### config.mk
export PLATFORM = sky130hd
export DESIGN_NAME = pipe_stage_skid_reg_flat
export DESIGN_NICKNAME = d
export VERILOG_FILES = /design/src/rtl/pipe_stage_skid_reg_if.sv /design/src/rtl/pipe_stage_skid_reg.sv /design/src/flat_wrapper.sv
export SDC_FILE = /design/constraint.sdc
export NUM_CORES = 1
export LEC_CHECK = 0
export ABC_AREA = 1
export ABC_CLOCK_PERIOD_IN_PS = 1800
export BUFFER_PORTS_ARGS = -buffer_cell sky130_fd_sc_hd__buf_2
export CAP_MARGIN = 25
export CORE_ASPECT_RATIO = 0.8
export CORE_MARGIN = 2
export CORE_UTILIZATION = 39
export CTS_CLUSTER_SIZE = 20
export DETAILED_ROUTE_END_ITERATION = 16
export GPL_TIMING_DRIVEN = 0
export PLACE_DENSITY = 0.71
export SLEW_MARGIN = 40
export SYNTH_ARGS = -nofsm -noshare
export SYNTH_HDL_FRONTEND = slang
export SYNTH_SLANG_ARGS = --single-unit
### constraint.sdc
create_clock -name clk -period 1.8 [get_ports clk]
set_input_delay 0.36 -clock clk [delete_from_list [all_inputs] [get_ports clk]]
set_output_delay 0.36 -clock clk [all_outputs]
set_load 0.02 [all_outputs]
### src/rtl/pipe_stage_skid_reg_if.sv
// pipe_stage_skid_reg_if: valid/ready handshake bundle carrying a PC and a payload
// Signals:
//   valid  producer has a live beat
//   ready  consumer can take the beat
//   pc     PC field of the beat
//   data   payload of the beat
// Modports:
//   master drives valid/pc/data and observes ready
//   slave  observes valid/pc/data and drives ready
interface pipe_stage_skid_reg_if #(
    parameter int DATA_W = 32,
    parameter int PC_W   = 32
);
    logic              valid;
    logic              ready;
    logic [PC_W-1:0]   pc;
    logic [DATA_W-1:0] data;
    modport master (output valid, output pc, output data, input ready);
    modport slave  (input valid, input pc, input data, output ready);
endinterface

### src/rtl/pipe_stage_skid_reg.sv
// pipe_stage_skid_reg: pipeline-stage register with valid/ready handshake, 2-entry skid, stall and flush
// Ports:
//   clk         rising-edge clock
//   reset       asynchronous active-low reset (0 = reset)
//   stall       freezes the output side (no issue)
//   flush       kills all entries and drives a bubble
//   up          upstream handshake (slave side): valid/pc/data in, registered ready out
//   dn          downstream handshake (master side): valid/pc/data out, ready in
//   stall_cnt   cycles with a live output held by stall     (PIPE_STAGE_PERF_EN only)
//   bubble_cnt  cycles with no live output, outside reset   (PIPE_STAGE_PERF_EN only)
// Build option: define PIPE_STAGE_PERF_EN to add the performance counters.
module pipe_stage_skid_reg #(
    parameter int                DATA_W      = 32,
    parameter int                PC_W        = 32,
    parameter logic [DATA_W-1:0] BUBBLE_DATA = DATA_W'(32'h00000013),
    parameter logic [DATA_W-1:0] RESET_DATA  = '0
) (
    input  logic                           clk,
    input  logic                           reset,
    input  logic                           stall,
    input  logic                           flush,
    pipe_stage_skid_reg_if.slave           up,
    pipe_stage_skid_reg_if.master          dn
`ifdef PIPE_STAGE_PERF_EN
    ,
    output logic [31:0]                    stall_cnt,
    output logic [31:0]                    bubble_cnt
`endif
);
    typedef enum logic [1:0] {EMPTY, ONE, FULL} state_t;
    state_t            state_q, state_d;
    logic              in_ready_q, in_ready_d;
    logic [PC_W-1:0]   main_pc_q, main_pc_d, skid_pc_q, skid_pc_d;
    logic [DATA_W-1:0] main_data_q, main_data_d, skid_data_q, skid_data_d;
    // remembers whether the last idle value was a flush bubble or the reset value
    logic              idle_bubble_q, idle_bubble_d;
    logic              accept, issue;
    assign accept    = up.valid & in_ready_q;
    assign issue     = (state_q != EMPTY) & dn.ready & ~stall;
    assign up.ready  = in_ready_q;
    assign dn.valid  = state_q != EMPTY;
    assign dn.pc     = main_pc_q;
    assign dn.data   = main_data_q;
    always_comb begin
        state_d       = state_q;
        main_pc_d     = main_pc_q;
        main_data_d   = main_data_q;
        skid_pc_d     = skid_pc_q;
        skid_data_d   = skid_data_q;
        idle_bubble_d = idle_bubble_q;
        if (flush) begin
            state_d       = EMPTY;
            main_pc_d     = '0;
            main_data_d   = BUBBLE_DATA;
            idle_bubble_d = 1'b1;
        end else begin
            case (state_q)
                EMPTY: if (accept) begin
                    state_d     = ONE;
                    main_pc_d   = up.pc;
                    main_data_d = up.data;
                end
                ONE: if (accept && issue) begin
                    main_pc_d   = up.pc;
                    main_data_d = up.data;
                end else if (accept) begin
                    state_d     = FULL;
                    skid_pc_d   = up.pc;
                    skid_data_d = up.data;
                end else if (issue) begin
                    // draining to empty restores the idle value so no live data lingers
                    state_d     = EMPTY;
                    main_pc_d   = '0;
                    main_data_d = idle_bubble_q ? BUBBLE_DATA : RESET_DATA;
                end
                FULL: if (issue) begin
                    state_d     = ONE;
                    main_pc_d   = skid_pc_q;
                    main_data_d = skid_data_q;
                end
                default: state_d = EMPTY;
            endcase
        end
        in_ready_d = state_d != FULL;
    end
    always_ff @(posedge clk or negedge reset) begin
        if (!reset) begin
            state_q       <= EMPTY;
            in_ready_q    <= 1'b1;
            main_pc_q     <= '0;
            main_data_q   <= RESET_DATA;
            skid_pc_q     <= '0;
            skid_data_q   <= '0;
            idle_bubble_q <= 1'b0;
        end else begin
            state_q       <= state_d;
            in_ready_q    <= in_ready_d;
            main_pc_q     <= main_pc_d;
            main_data_q   <= main_data_d;
            skid_pc_q     <= skid_pc_d;
            skid_data_q   <= skid_data_d;
            idle_bubble_q <= idle_bubble_d;
        end
    end
`ifdef PIPE_STAGE_PERF_EN
    logic [31:0] stall_cnt_q, stall_cnt_d, bubble_cnt_q, bubble_cnt_d;
    always_comb begin
        stall_cnt_d  = stall_cnt_q + {31'd0, (state_q != EMPTY) & stall};
        bubble_cnt_d = bubble_cnt_q + {31'd0, state_q == EMPTY};
    end
    always_ff @(posedge clk or negedge reset) begin
        if (!reset) begin
            stall_cnt_q  <= '0;
            bubble_cnt_q <= '0;
        end else begin
            stall_cnt_q  <= stall_cnt_d;
            bubble_cnt_q <= bubble_cnt_d;
        end
    end
    assign stall_cnt  = stall_cnt_q;
    assign bubble_cnt = bubble_cnt_q;
`endif
endmodule

### src/flat_wrapper.sv
// flat-port wrapper written by rule: the top's interface ports become plain ports
module pipe_stage_skid_reg_flat 
#(
    parameter int                DATA_W      = 32,
    parameter int                PC_W        = 32,
    parameter logic [DATA_W-1:0] BUBBLE_DATA = DATA_W'(32'h00000013),
    parameter logic [DATA_W-1:0] RESET_DATA  = '0
)
  (clk, reset, stall, flush, up_valid, up_pc, up_data, up_ready, dn_valid, dn_pc, dn_data, dn_ready);
  pipe_stage_skid_reg_if #(.DATA_W(DATA_W), .PC_W(PC_W)) up_i ();
  pipe_stage_skid_reg_if #(.DATA_W(DATA_W), .PC_W(PC_W)) dn_i ();
  input  logic clk;
  input  logic reset;
  input  logic stall;
  input  logic flush;
  input wire logic [$bits(up_i.valid)-1:0] up_valid;
  input wire logic [$bits(up_i.pc)-1:0] up_pc;
  input wire logic [$bits(up_i.data)-1:0] up_data;
  output wire logic [$bits(up_i.ready)-1:0] up_ready;
  output wire logic [$bits(dn_i.valid)-1:0] dn_valid;
  output wire logic [$bits(dn_i.pc)-1:0] dn_pc;
  output wire logic [$bits(dn_i.data)-1:0] dn_data;
  input wire logic [$bits(dn_i.ready)-1:0] dn_ready;
  assign up_i.valid = up_valid;
  assign up_i.pc = up_pc;
  assign up_i.data = up_data;
  assign up_ready = up_i.ready;
  assign dn_valid = dn_i.valid;
  assign dn_pc = dn_i.pc;
  assign dn_data = dn_i.data;
  assign dn_i.ready = dn_ready;
  pipe_stage_skid_reg #(.DATA_W(DATA_W), .PC_W(PC_W), .BUBBLE_DATA(BUBBLE_DATA), .RESET_DATA(RESET_DATA)) u_core (.clk(clk), .reset(reset), .stall(stall), .flush(flush), .up(up_i), .dn(dn_i));
endmodule
==> results.yml <==
routing:
  drc: 0
  via_count: 5338
  wl_per_cell_um: 13.12
  via_per_inst: 4.456
  dr.pass1.iters: 5
  dr.first_iter.drc_count: 252
  drt-total-wl_mm: 15.71
  ant_nets: 0
synth:
  synth_top_area_share_pct: 53.57
  ys_seq_area_share_pct: 54.00
  synth.distinct_cells: 22
  syn_area_per_cell_um2: 7.583
  yosysWarnings: 0
  synth_area_leaders: "dfrtp_1, nand2_1, o21ai_0"
  syn_area_um2: 6120
  synth_top_area_cell: "dfrtp_1"
  synth_nets: 881
  syn_inst: 807
  ys_ff_latch: 132
setup_path:
  worstPathMaxFanout: 6
  required_ns: 2.15
  arrival_ns: 2.07
  crit_buf_inv: 3
  slowest_stage: "dfrtp_1"
  critPathLaunchType: "flip-flop"
  slowest_delay_ns: 0.41
  crit_chain: "inv_2, ha_4, nor2_1, a21oi_2, nand2_2, nor2_4, buf_8, clkbuf_16, nand2_1, nand2_1"
  end_kind: "flip-flop"
  critical_path.most_common_cell: "nand2_1"
  path_delay_family: "flip-flops"
  worstSetupPathType: "flip-flop to flip-flop"
status:
  status: "finished, final reports clean"
global_routing:
  grt_max_degree: 71
  grtUsageTotal_pct: 19.66
  overflow: 0
  antenna_found_initial: 1
  grt_pass1_vias: 5088
  grt_pass1_wl_mm: 25.40
finish:
  num-fill-cells: 1463
  final_cell_area_um2: 8011
  seq_area_um2: 3304
  final_core_util_pct: 52.83
  nNetsFinal: 1048
  drive_gt1_share_pct: 24.01
  multi_input_area_um2: 2307
  syn2layout_area_growth_pct: 30.91
placement:
  dp_slack_ns: -0.3407
  place_congestion: 0.8024
  placed_area_um2: 7096
  hpwl_mm: 10.35
  portBuffers: 135
cts:
  root_buffer: "clkbuf_16"
  cts_buffers: 17
  htree_num_levels: 4
  clock_latency_ns: 0.41
  tritoncts: "done"
  clockBufferDepth: 2
  clkSlewWorstSetupHoldPaths_ns: 0.06
  clock_sinks: 132
pwr:
  peakVddDrop_v: 0.0006452
  power_density_nw_per_um2: 1276
  power_leakage_uw: 0.004775
  total_power_uw: 10220
floorplanning:
  core_um2: 15160
  ioPinCount: 136
  die_w_um: 144.1
  dieArea_um2: 16720
  fp-row-count: 40
  die_h_um: 116.0
  initial_core_util_pct: 40.35
timing:
  hold_viol_final: 0
  fmax_mhz: 580.1
  fin_crit_ns: 1.724
  tightest_slew_ns: 0.5373
  rsz0062_at_grt: "true"
  setup_viol: 0
  min_period_over_period_pct: 95.78
  relSlewSlack_pct: 64.18
  skew_ns: 0.004199
  slew_violations: 0
  worst_slack_ns: 0.07604
  setup_tns_ns: 0
min_path:
  hp-class: "primary input to flip-flop"
run:
  drv_cap: 0
[tightest hold or removal path, cell delays in order]
cell	delay, ns
buf_2	0.10
inv_1	0.04
o21ai_1	0.06
[logic make-up (layout without fill, tap and decap cells)]
logic type | Yosys count | after routing | share of synthesized area (%)
AND/OR/NAND/NOR | 482 | 482 | 30.18
flip-flops | 132 | 132 | 54.00
buffers and inverters | 117 | 297 | 9.078
AO/OA/AOI/OAI | 72 | 72 | 5.929
adder cells (fa/ha/maj) | 4 | 4 | 0.8179
other | 0 | 1 | 0
[synthesized netlist by cell type, drive strengths merged]
cell    count
dfrtp     131
a21boi      1
dfstp       1
o21ai      64
a21oi       7
buf        28
nor2       15
clkinv      1
clkbuf     10
ha          4
nand3b      1
inv        78
nand3       5
nand2     461
[stage by stage]
| stage | instances | hold WS, ns |
|---|---|---|
| final | 1198 | 0.1908 |
| after global routing | 1197 | 0.1910 |
| after CTS | 1190 | 0.1849 |
| after detailed placement | 1153 | 0.3616 |
| after global placement | 1152 | 0.4392 |
| after floorplan | 807 | 0.06441 |
[layout by cell type (no fill, tap or decap), types with 2 or more instances in the layout]
cell and instances:
clkinvlp_4 3, clkbuf_16 19, buf_8 9, nand2_1 455
inv_1 74, nor2_1 12, nand3_1 4, buf_2 142
nand2_2 4, o21ai_0 38, clkinv_2 3, a21oi_1 6
buf_4 12, dfrtp_1 131, nor2_4 3, nand2_4 2
buf_6 13, ha_1 2, inv_2 3, clkbuf_8 8
o21ai_1 25, clkbuf_4 4
[worst paths after layout]
kind	depth (start not counted)	endpoint	from	slack [ns]
setup / recovery	10	u_core.dn.data[5]	u_core.state_q[0]	0.08
setup reg to reg	10	u_core.dn.data[5]	u_core.state_q[0]	0.08
max in group asynchronous	3	u_core.up.ready	reset	0.60
hold reg to reg	2	u_core.idle_bubble_q	u_core.idle_bubble_q	0.45
hold / removal	3	u_core.skid_data_q[11]	up_data[11]	0.19
min in group asynchronous	2	u_core.dn.pc[0]	reset	0.49
[registers in the layout (all words and copies together) (netlist names)]
name                  flops
u_core.dn.data           32
u_core.dn.pc             32
u_core.skid_data_q       32
u_core.skid_pc_q         32
u_core.state_q            2
u_core.idle_bubble_q      1
u_core.up.ready           1
[final cells by class]
cell class | instances | share of cell area (%)
Timing Repair Buffer | 148 | 10.84
Clock buffer | 25 | 6.684
Buffer | 38 | 4.451
Antenna cell | 1 | 0.03124
Sequential cell | 132 | 41.25
Clock inverter | 7 | 0.8434
Tap cell | 210 | 3.280
Multi-Input combinational cell | 558 | 28.80
Inverter | 79 | 3.826
[layer usage]
layer | global-route usage [%] | share of wire (%) | up-vias
met5 | 0 | 0 | -
met4 | 4.118 | 0.41 | 0
met3 | 5.992 | 6.6 | 5
met2 | 30.54 | 44 | 148
met1 | 27.45 | 49 | 2438
li1 | - | - | 2747
[power by group]
part / switching [µW] / total, µW / leakage, µW / internal [µW]
combinational: 1500 / 2530 / 0.00278 / 1030
sequential: 446 / 4260 / 0.00170 / 3820
clock: 1240 / 3430 / 0.000293 / 2190
total: 3190 / 10200 / 0.00477 / 7030
[repair_timing]
item / 4_1_cts / 5_1_grt
gates cloned: 0 / 2
gates resized for setup: 27 / 69
pin swaps: 1 / 6
endpoints found under the hold margin: 69 / 0
hold buffers: 1 / 0
setup endpoints to repair: 127 / 127
buffers inserted: 4 / 5
Power figures use the tool's default switching activity.
